`config.mk`:
```
export PLATFORM = sky130hd
export DESIGN_NAME = imagine_multichan_outport
export DESIGN_NICKNAME = d
export VERILOG_FILES = /design/src/rtl/imagine_multichan_outport.sv
export SDC_FILE = /design/constraint.sdc
export NUM_CORES = 1
export LEC_CHECK = 0
export ABC_AREA = 1
export CAP_MARGIN = 20
export CORE_ASPECT_RATIO = 1.1
export CORE_MARGIN = 2
export CORE_UTILIZATION = 30
export DETAILED_ROUTE_END_ITERATION = 16
export GPL_TIMING_DRIVEN = 0
export PLACE_DENSITY_LB_ADDON = 0.25
export SLEW_MARGIN = 20
export SYNTH_ARGS = -nofsm -noshare
export SYNTH_HDL_FRONTEND = slang
export SYNTH_SLANG_ARGS = --single-unit
```
`constraint.sdc`:
```
create_clock -name clk -period 3.6 [get_ports clk]
set_input_delay 1.08 -clock clk [delete_from_list [all_inputs] [get_ports clk]]
set_output_delay 1.08 -clock clk [all_outputs]
set_load 0.03 [all_outputs]
```
`src/rtl/imagine_multichan_outport.sv`:
```
// Multi-channel output stage: per-channel FIFOs, round-robin (optionally packet-locked)
// arbitration onto a single registered valid/ready stream, plus EOV completion tracking.
module imagine_multichan_outport #(
  parameter int NUM_CH       = 4,
  parameter int DATA_WIDTH   = 16,
  parameter int ATTRIB_WIDTH = 4,
  parameter int CH_DEPTH     = 4,
  parameter int PACKET_MODE  = 1,
  parameter int CNT_WIDTH    = 8
) (
  input  logic                           clk,
  input  logic                           reset,
  input  logic [NUM_CH*DATA_WIDTH-1:0]   chData,
  input  logic [NUM_CH*ATTRIB_WIDTH-1:0] chAttrib,
  input  logic [NUM_CH-1:0]              chValid,
  output logic [NUM_CH-1:0]              chReady,
  output logic [DATA_WIDTH-1:0]          dataout,
  output logic [ATTRIB_WIDTH-1:0]        dataAttrib,
  output logic [$clog2(NUM_CH)-1:0]      dataChan,
  output logic                           dataoutValid,
  input  logic                           dataoutReady,
  output logic                           eovInterrupt,
  output logic [CNT_WIDTH-1:0]           eovCount,
  input  logic                           clearEOV
);

  localparam int CHW = $clog2(NUM_CH);
  localparam int PW  = $clog2(CH_DEPTH);
  localparam int WW  = DATA_WIDTH + ATTRIB_WIDTH;
  localparam logic [PW:0]       DEPTH_L = (PW+1)'(CH_DEPTH);
  localparam logic [CHW-1:0]    LAST_CH = CHW'(NUM_CH - 1);
  localparam logic [NUM_CH-1:0] ONE_CH  = NUM_CH'(1);

  logic [WW-1:0]     fifoMem [NUM_CH][CH_DEPTH];
  logic [PW:0]       wrPtr [NUM_CH];
  logic [PW:0]       rdPtr [NUM_CH];
  logic [PW:0]       wrPtrNext [NUM_CH];
  logic [PW:0]       rdPtrNext [NUM_CH];
  logic [WW-1:0]     headWord [NUM_CH];
  logic [NUM_CH-1:0] wrEn, popEn, notEmpty, eligible;
  logic [CHW-1:0]    lastCh, lockCh, grantCh;
  logic              locked, grantValid, loadEn, eovXfer;

  // FIFO status, head words and next pointer values
  always_comb begin
    for (int i = 0; i < NUM_CH; i++) begin
      wrEn[i]      = chValid[i] & chReady[i];
      notEmpty[i]  = (wrPtr[i] != rdPtr[i]);
      headWord[i]  = fifoMem[i][rdPtr[i][PW-1:0]];
      wrPtrNext[i] = wrPtr[i] + (PW+1)'(wrEn[i]);
      rdPtrNext[i] = rdPtr[i] + (PW+1)'(popEn[i]);
    end
  end

  // Round-robin grant starting after lastCh; a held packet narrows eligibility to lockCh
  always_comb begin
    if ((PACKET_MODE != 0) && locked) begin
      eligible = notEmpty & (ONE_CH << lockCh);
    end else begin
      eligible = notEmpty;
    end
    grantValid = 1'b0;
    grantCh    = '0;
    // Descending scan so the nearest channel after lastCh wins
    for (int k = NUM_CH; k >= 1; k--) begin
      grantCh    = eligible[CHW'((int'(lastCh) + k) % NUM_CH)] ?
                   CHW'((int'(lastCh) + k) % NUM_CH) : grantCh;
      grantValid = grantValid | eligible[CHW'((int'(lastCh) + k) % NUM_CH)];
    end
    loadEn  = ~dataoutValid | dataoutReady;
    popEn   = (loadEn && grantValid) ? (ONE_CH << grantCh) : '0;
    eovXfer = dataoutValid & dataoutReady & dataAttrib[0];
  end

  // FIFO storage; contents are don't-care until the pointers mark them valid
  always_ff @(posedge clk) begin
    for (int i = 0; i < NUM_CH; i++) begin
      if (wrEn[i]) begin
        fifoMem[i][wrPtr[i][PW-1:0]] <= {chAttrib[i*ATTRIB_WIDTH +: ATTRIB_WIDTH],
                                         chData[i*DATA_WIDTH +: DATA_WIDTH]};
      end
    end
  end

  // Pointers and registered not-full flags
  always_ff @(posedge clk) begin
    if (reset) begin
      for (int i = 0; i < NUM_CH; i++) begin
        wrPtr[i] <= '0;
        rdPtr[i] <= '0;
      end
      chReady <= '0;
    end else begin
      for (int i = 0; i < NUM_CH; i++) begin
        wrPtr[i]   <= wrPtrNext[i];
        rdPtr[i]   <= rdPtrNext[i];
        chReady[i] <= ((wrPtrNext[i] - rdPtrNext[i]) != DEPTH_L);
      end
    end
  end

  // Output register, arbitration history and packet lock
  always_ff @(posedge clk) begin
    if (reset) begin
      dataoutValid <= 1'b0;
      dataout      <= '0;
      dataAttrib   <= '0;
      dataChan     <= '0;
      lastCh       <= LAST_CH;
      locked       <= 1'b0;
      lockCh       <= '0;
    end else if (loadEn) begin
      if (grantValid) begin
        dataoutValid            <= 1'b1;
        {dataAttrib, dataout}   <= headWord[grantCh];
        dataChan                <= grantCh;
        lastCh                  <= grantCh;
        lockCh                  <= grantCh;
        if (PACKET_MODE != 0) begin
          locked <= ~headWord[grantCh][DATA_WIDTH];
        end else begin
          locked <= 1'b0;
        end
      end else begin
        dataoutValid <= 1'b0;
      end
    end else begin
      dataoutValid <= dataoutValid;
    end
  end

  // EOV interrupt and saturating counter; a same-cycle EOV transfer beats clearEOV
  always_ff @(posedge clk) begin
    if (reset) begin
      eovInterrupt <= 1'b0;
      eovCount     <= '0;
    end else if (eovXfer) begin
      eovInterrupt <= 1'b1;
      if (clearEOV) begin
        eovCount <= CNT_WIDTH'(1);
      end else if (eovCount != {CNT_WIDTH{1'b1}}) begin
        eovCount <= eovCount + CNT_WIDTH'(1);
      end else begin
        eovCount <= eovCount;
      end
    end else if (clearEOV) begin
      eovInterrupt <= 1'b0;
      eovCount     <= '0;
    end else begin
      eovCount <= eovCount;
    end
  end

endmodule

```
# --- After elaboration in Yosys (flattened, before gate mapping) ---
# Memory sizes are Yosys's and may differ from the RTL's.
# Cells that the tools add are included.
op_classes:
  addsub: 17
  reduce_logical: 9
  muxes: 67
  n_eq_ne: 9
  n_div: 0
  n_mul: 0
  bitwise_logic: 30
  shifts: 2
  magnitude_cmp: 17
op_table:
  columns: ["cell", "n"]
  rows:
  - ["$mux 80", 4]
  - ["$mux 20", 14]
  - ["$bmux 20 s2", 5]
  - ["$demux 20 s2", 4]
  - ["$mux 8", 4]
  - ["$ge 3x3->1 const B", 9]
  - ["$not 2->3", 9]
  - ["$add 3x1->3", 8]
  - ["$mux 3", 8]
  - ["$mux 1", 18]
  - ["$lt 2x4->1 const B", 4]
  - ["$lt 3x1->1 const B", 4]
  - ["$ne 3x3->1", 4]
  - ["$ne 3x3->1 const B", 4]
  - ["$or 1x1->1", 12]
  - ["$sub 3x3->3", 4]
  - ["$add 8x1->8 const B", 1]
  - ["$bmux 1 s2", 4]
  - ["$mux 2", 4]
  - ["$mux 4", 2]
  - ["$ne 8x8->1 const B", 1]
  - ["$shl 1x2->4 const A", 2]
  - ["$and 1x1->1", 6]
  - ["$logic_and 1x1->1", 5]
  - ["6 further kinds", 11]
word_totals:
  n_memories: 3
  reg_bits: 39
  romBits: 0
  latchBits: 0
  elab_cells: 163
  mem_bits_rw: 344
  input_bits: 88
  output_inout_bits: 36
mem_list:
  columns: ["name", "depth", "word_bits", "rd", "rd_ports_with_merged_regs", "wr", "line_no", "text"]
  rows:
  - ["fifoMem", 4, 80, 4, 0, 4, "34", "logic [WW-1:0] fifoMem [NUM_CH][CH_DEPTH];"]
  - ["rdPtr", 4, 3, 4, 0, 4, "36", "logic [PW:0] rdPtr [NUM_CH];"]
  - ["wrPtr", 4, 3, 4, 0, 4, "35", "logic [PW:0] wrPtr [NUM_CH];"]

# --- Longest topological paths before layout ---
depth:
  word_depth: 15
  ltp_mapped: 28
  ltp_nobuf: 26

# --- Least setup slack after synthesis ---
# Ideal clock, no wire load.
synth_timing:
  path_kind: "input to register"
  start: "in dataoutReady"
  end: "reg chReady[3]"
  path_slack_ps: 568
  stages: 14
  n_path_buf: 2
  t_arrival_ps: 2917
  t_required_ps: 3485
  path_cell_list: "nor2_1 -> a21oi_2 -> buf_2 -> buf_2 -> nand2_1 -> nor2_1 -> ha_1 -> ha_1 -> inv_1 -> ha_1 -> a21oi_1 -> nor2_1 -> o21ai_0 -> inv_1"
synth_lines:
  columns: ["element", "line_no", "text"]
  rows:
  - ["start: declaration", "21", "input logic dataoutReady,"]
  - ["end signal: indexed assignment", "97", "chReady[i] <= ((wrPtrNext[i] - rdPtrNext[i]) != DEPTH_L);"]
  - ["end: declaration", "16", "output logic [NUM_CH-1:0] chReady,"]

==> flow_summary.toml <==
[outcome]
status = "finished, final reports clean"

[pwr]
ir_drop_mv = 0.500
power_density_nw_per_um2 = 846
finalPower_mw = 16.6
p_leak_nw = 7.29

[placed_design]
hpwl_um = 31700
globalplace.congestion = 0.837
port_buffers = 122

[global_routing]
grt-ovfl-total = 0
grt_max_degree = 15
grt_use_total = 0.159
grt_pass1_vias = 10800
grt_antenna_before_repair = 0
grt_pass1_wl_um = 64900

[sta]
finalCritPeriodShare = 0.924
drv_slew = 0
fmax_mhz = 300
final-hold-violation-count = 0
fin_worst_skew_ns = 0.0274
relSlewSlack = 0.469
setup_viol = 0
tightest_slew_ns = 0.792
final.setup.tns_ns = 0
rsz0062_at_grt = "true"
period_needed_ns = 3.33

[floorplanning]
placementRows = 88
start_util = 0.302
dieArea_um2 = 54500
die_h_um = 245
die_x_um = 223
coreArea_um2 = 52200
io-pin-count = 124

[clocking]
tritoncts = "yes"
clock_latency_ns = 0.56
root_buffer = "clkbuf_16"
postCtsHoldBufs = 0
path_clk_slew_ns = 0.06
ctsHtreeMaxLevel = 2
cts_buffers = 42
cts.sinks = 383
clk_path_buf_depth = 3

[synth]
synth.area.mux_share = 0
synth_nets = 1480
synth_cells = 1367
synth_area_um2 = 15800
synth_top_family_by_area = "simple AND/OR/NAND/NOR gates"
synth_seq_cells = 383
postSynthAreaPerCell_um2 = 11.5
synth_xor_area_frac = 0.0133
synth_warnings = 0
yosys.area_share.simple = 0.146
synth_seq_area_share = 0.689
yosysUniqueCellTypes = 30
synth_fa_ha_area_frac = 0.0198
synth_compound_area_frac = 0.0883

[detailed_routing]
remaining_drc_errors = 0
routed_via_density = 4.79
drtAntennaViolNets = 0
vias = 10900
drt_iter0_drc = 909
dr.pass1.iters = 5
wire_per_inst_um = 19.3
wirelength_um = 43900

[critical_path]
critPathTopFamily = "buffers and inverters"
crit_chain = "clkdlybuf4s50_1 -> nor2_1 -> a21oi_2 -> buf_6 -> clkbuf_4 -> nand2_1 -> nor2_1 -> ha_1 -> ha_1 -> inv_1 -> ha_1 -> a21oi_1 -> nor2_1 -> o21ai_0 -> inv_1"
max_stage_delay_ns = 0.47
critPathBufInv = 5
path_class = "in -> reg"
cp.arrival_ns = 3.78
crit_path_end_kind = "flop"
cp_slowest_cell = "clkdlybuf4s50_1"
start_kind = "input pin"
required_ns = 4.05
crit_fanout = 10

[job]
cap_violations = 0

[worst_hold_path]
hold_class = "reg -> reg"

[layout]
multi_input_area_um2 = 4300
final_common_cell = "nand2_1"
finish.utilization = 0.376
antenna_cells = 0
seq_area_um2 = 10900
syn2layout_area_growth_pct = 24.4
layout.nets = 1678
mostFrequentLayoutCells = "nand2_1, edfxtp_1, clkdlybuf4s50_1"
nFillCells = 5078
drive_above_1_share = 0.0926
## worst paths after layout
check | start | end | slack, ns | cells past startpoint
worst max-delay path | dataoutReady | chReady[3] | 0.27 | 15
worst min-delay path | eovCount[5] | eovCount[5] | 0.49 | 2
worst max register to register | rdPtr[3][0] | chReady[3] | 0.28 | 26
worst min register to register | eovCount[5] | eovCount[5] | 0.49 | 2
## routing by layer
metal  up-vias  GRT usage  routed length [µm]
met5         -          0                   0
met4         0     0.0523                1280
met3        60     0.0338                2740
met2       306      0.266               20900
met1      5301      0.205               19000
li1       5220          -                   -
## worst min-delay path, delay by kind of cell (launching register included)
kind	cells	cell delay, ns
DFF	1	0.32
buffers and inverters	1	0.07
AOI/OAI and AO/OA	1	0.06
## report_power, final
part           internal (mW)  switching (mW)
Sequential              5.31           0.283
Combinational           2.32            4.35
Clock                   2.57            1.76
Total                   10.2            6.40
## flip-flops by register name (all words and copies together) (netlist names)
name and count:
chReady 4, dataAttrib 4, dataChan 2, dataout 16
dataoutValid 1, eovCount 8, eovInterrupt 1, fifoMem 320
lastCh 2, locked 1, rdPtr 12, wrPtr 12
## per-stage QoR
stage | instance area (µm²) | cells | hold slack (ns) | setup WS (ns)
CTS | 19600 | 2274 | 0.496 | 0.205
floorplan | 15800 | 1367 | 0.475 | 0.568
finish | 19600 | 2273 | 0.491 | 0.272
global placement | 17900 | 2164 | 0.481 | -1.20
global route | 19600 | 2273 | 0.541 | -0.00655
detailed placement | 18200 | 2197 | 0.485 | -0.371
## Yosys cell counts
library cell  instances  share of area
buf_2                13         0.0041
nand2_1             390          0.093
inv_4                 1        0.00040
a21oi_2               1        0.00055
o31ai_1               1        0.00048
xnor2_1              20          0.011
inv_2                 5         0.0012
nand3_2               1        0.00063
ha_1                 25          0.020
nand3_1              81          0.026
o21ai_0              12         0.0038
nand2_2               2        0.00079
edfxtp_1            320           0.61
nand2_4               1        0.00071
a21oi_1              93          0.029
buf_4                 4         0.0019
a32o_1               80          0.051
a31oi_1               2        0.00079
nor2_1               79          0.019
a211oi_1              1        0.00048
a221oi_1              1        0.00055
nor3_1               17         0.0054
inv_1                84          0.020
buf_1                 3        0.00071
clkbuf_1             53          0.013
nand4_1               2        0.00079
xor2_1                4         0.0022
dfxtp_1              63          0.080
buf_6                 5         0.0036
o211ai_1              3         0.0014
## final cells by class
class,instances,area share
Tap cell,675,0.0430
Clock inverter,20,0.0110
Multi-Input combinational cell,816,0.219
Buffer,77,0.0187
Timing Repair Buffer,155,0.0775
Clock buffer,57,0.0595
Sequential cell,383,0.554
Inverter,90,0.0173
## kinds of logic (layout without fill, tap and decap cells)
kind of cell,count (synthesis),after routing
simple gates,573,573
xor+xnor,24,24
buf+inv,168,399
flops,383,383
fa+ha+maj,25,25
compound gates,194,194
## repair_timing
item | in CTS | in global routing
resized for setup | 0 | 10
setup endpoints to repair | 0 | 3
hold endpoints to repair | 0 | 0
buffers inserted | 0 | 0
Note: power is estimated with default switching activity, not from simulation.
==> patch, RTL diff (config.mk and constraints unchanged) <==
Set the parameter `CH_DEPTH` to 2 (it was 4).
--- a/src/rtl/imagine_multichan_outport.sv
+++ b/src/rtl/imagine_multichan_outport.sv
@@ -5,5 +5,5 @@
   parameter int DATA_WIDTH   = 16,
   parameter int ATTRIB_WIDTH = 4,
-  parameter int CH_DEPTH     = 4,
+  parameter int CH_DEPTH     = 2,
   parameter int PACKET_MODE  = 1,
   parameter int CNT_WIDTH    = 8
Check against the original RTL: not settled (the Yosys comparison gave no result); the edit may change what the design does.
==> patch against the unedited design <==
Routed wire length fell by 47%; synthesized area shrank 44%; design area fell by 43%; power is 42% lower; sequential power shrank 43%; utilization rose by 0.76 points; synthesized cell count fell by 38%; sequential cell count decreased by 168; sequential share of layout area is 3.0 points lower; setup slack better by 150 ps; critical path type is now reg2reg; highest routed layer unchanged.
==> patch: results (changes against the unedited design) <==
- DR vias/cell: 4.55 (was 4.79)
- Total CTS buffers: 23 (was 42)
- Worst-margin pin slew: 1070 ps (was 792 ps)
- Gpl congestion: 0.845 (was 0.837)
- Met1 WL: 9.92 mm (was 19.0 mm)
- Clk_skew: 23.5 ps (was 27.4 ps)
- Largest net degree at the start of global routing: 22 (was 15)
- Worst skew pair latency: 520 ps (was 560 ps)
- Sw frac: 0.413 (was 0.385)
- Max VDD drop: 0.481 mV (was 0.500 mV)
- Reg2reg end: chReady[2] (was chReady[3])
- Critical path arrival: 3570 ps (was 3780 ps)
- Layout cell share with drive strength beyond 1: 0.0602 (was 0.0926)
- DR WL met2: 11.5 mm (was 20.9 mm)
- Number of global-route vias before repair: 6187 (was 10800)
- Status: complete, no violations (unchanged)
- LEAKAGE: 4.31 nW (was 7.29 nW)
- First-pass GRT wire length: 34.9 mm (was 64.9 mm)
- Crit-path slowest cell: clkbuf_1 (was clkdlybuf4s50_1)
- # H-tree levels: 1 (was 2)
- Smallest hold slack: 498 ps (was 491 ps)
- Placement Cell Area: 0.0106 mm^2 (was 0.0182 mm^2)
- Initial antenna violation count: 0 (unchanged)
- Mapped Nets: 950 (was 1480)
- Drt total wl: 23.2 mm (was 43.9 mm)
- Sequential element share of the synthesized area: 0.663 (was 0.689)
- Largest cells by area after synthesis: edfxtp_1 54%, dfxtp_1 12%, nor2_1 7.9% (was edfxtp_1 61%, nand2_1 9.3%, dfxtp_1 8.0%)
- Number of flops mapped to enable cells by yosys: 160 (was 320)
- Met1 Track Usage GR: 0.191 (was 0.205)
- Hold Crit Start: eovInterrupt (was eovCount[5])
- Count leader, synth: nor2_1 (was nand2_1)
- Final nets: 1097 (was 1678)
- Worst Reg-to-Reg Cells: 18 (was 26)
- CP delay by family, top: simple AND/OR/NAND/NOR gates (was buffers and inverters)
- Top post-synthesis cells by count: 187 x nor2_1, 160 x edfxtp_1, 113 x nand2_1 (was 390 x nand2_1, 320 x edfxtp_1, 93 x a21oi_1)
- Met2 usage: 0.260 (was 0.266)
- Post-synthesis cell type count: 31 (was 30)
- Met3 GRT Util: 0.0258 (was 0.0338)
- Slowest cell delay on critical path: 430 ps (was 470 ps)
- Synth async-reset ratio: 0 (unchanged)
- Worst min-delay path endpoint: eovInterrupt (was eovCount[5])
- Drt initial violations: 546 (was 909)
- DPL Wire Length: 16.8 mm (was 31.7 mm)
- RR Startpoint: rdPtr[2][0] (was rdPtr[3][0])
==> patch: worst max-delay path by stage <==
stage | from | to | cells after the start
after detailed placement | dataoutReady | chReady[2] | 13
after CTS | rdPtr[2][0] | chReady[2] | 18
after floorplan | dataoutReady | chReady[3] | 14
after global routing | rdPtr[2][0] | chReady[2] | 18
after global placement | dataoutReady | chReady[2] | 13
final | rdPtr[2][0] | chReady[2] | 18
==> patch: cell families after synthesis <==
family,synth area share
fa+ha+maj,0.0183
xor+xnor,0.0148
flops,0.663
buf+inv,0.0504
simple gates,0.175
mux,0.0247
compound gates,0.0533
==> patch: worst reg2reg max path, delay by kind of cell (launching register included) <==
kind,cells,cell delay (ps)
xor+xnor,1,180
compound gates,1,280
buf+inv,4,730
fa+ha+maj,1,180
flops,1,400
simple gates,11,1280
==> patch: power groups by stage <==
stage,clock network [mW],logic (mW),registers [mW]
after floorplan,0,2.55,3.40
after global placement,0,4.30,3.22
after detailed placement,0,4.33,3.22
after CTS,2.22,4.36,3.17
after global routing,2.33,4.78,3.20
final,2.16,4.31,3.17
==> patch: layout make-up <==
class                           count  area (um^2)
Clock inverter                      9         50.0
Sequential cell                   215         5910
Fill cell                        2908        18100
Clock buffer                       33          633
Inverter                           73          274
Tap cell                          374          468
Timing Repair Buffer              122         1220
Buffer                             37          175
Multi-Input combinational cell    524         2560
==> patch: metrics by stage <==
step | setup TNS [ps] | setup WS [ps] | instances | total power [mW] | utilization
floorplan | 0 | 1000 | 849 | 5.95 | -
global placement | -205 | -98.7 | 1345 | 7.52 | 0.360
detailed placement | -127 | -95.6 | 1345 | 7.55 | 0.360
CTS | 0 | 356 | 1387 | 9.75 | 0.384
global route | 0 | 39.0 | 1387 | 10.3 | 0.384
finish | 0 | 419 | 1387 | 9.64 | 0.384
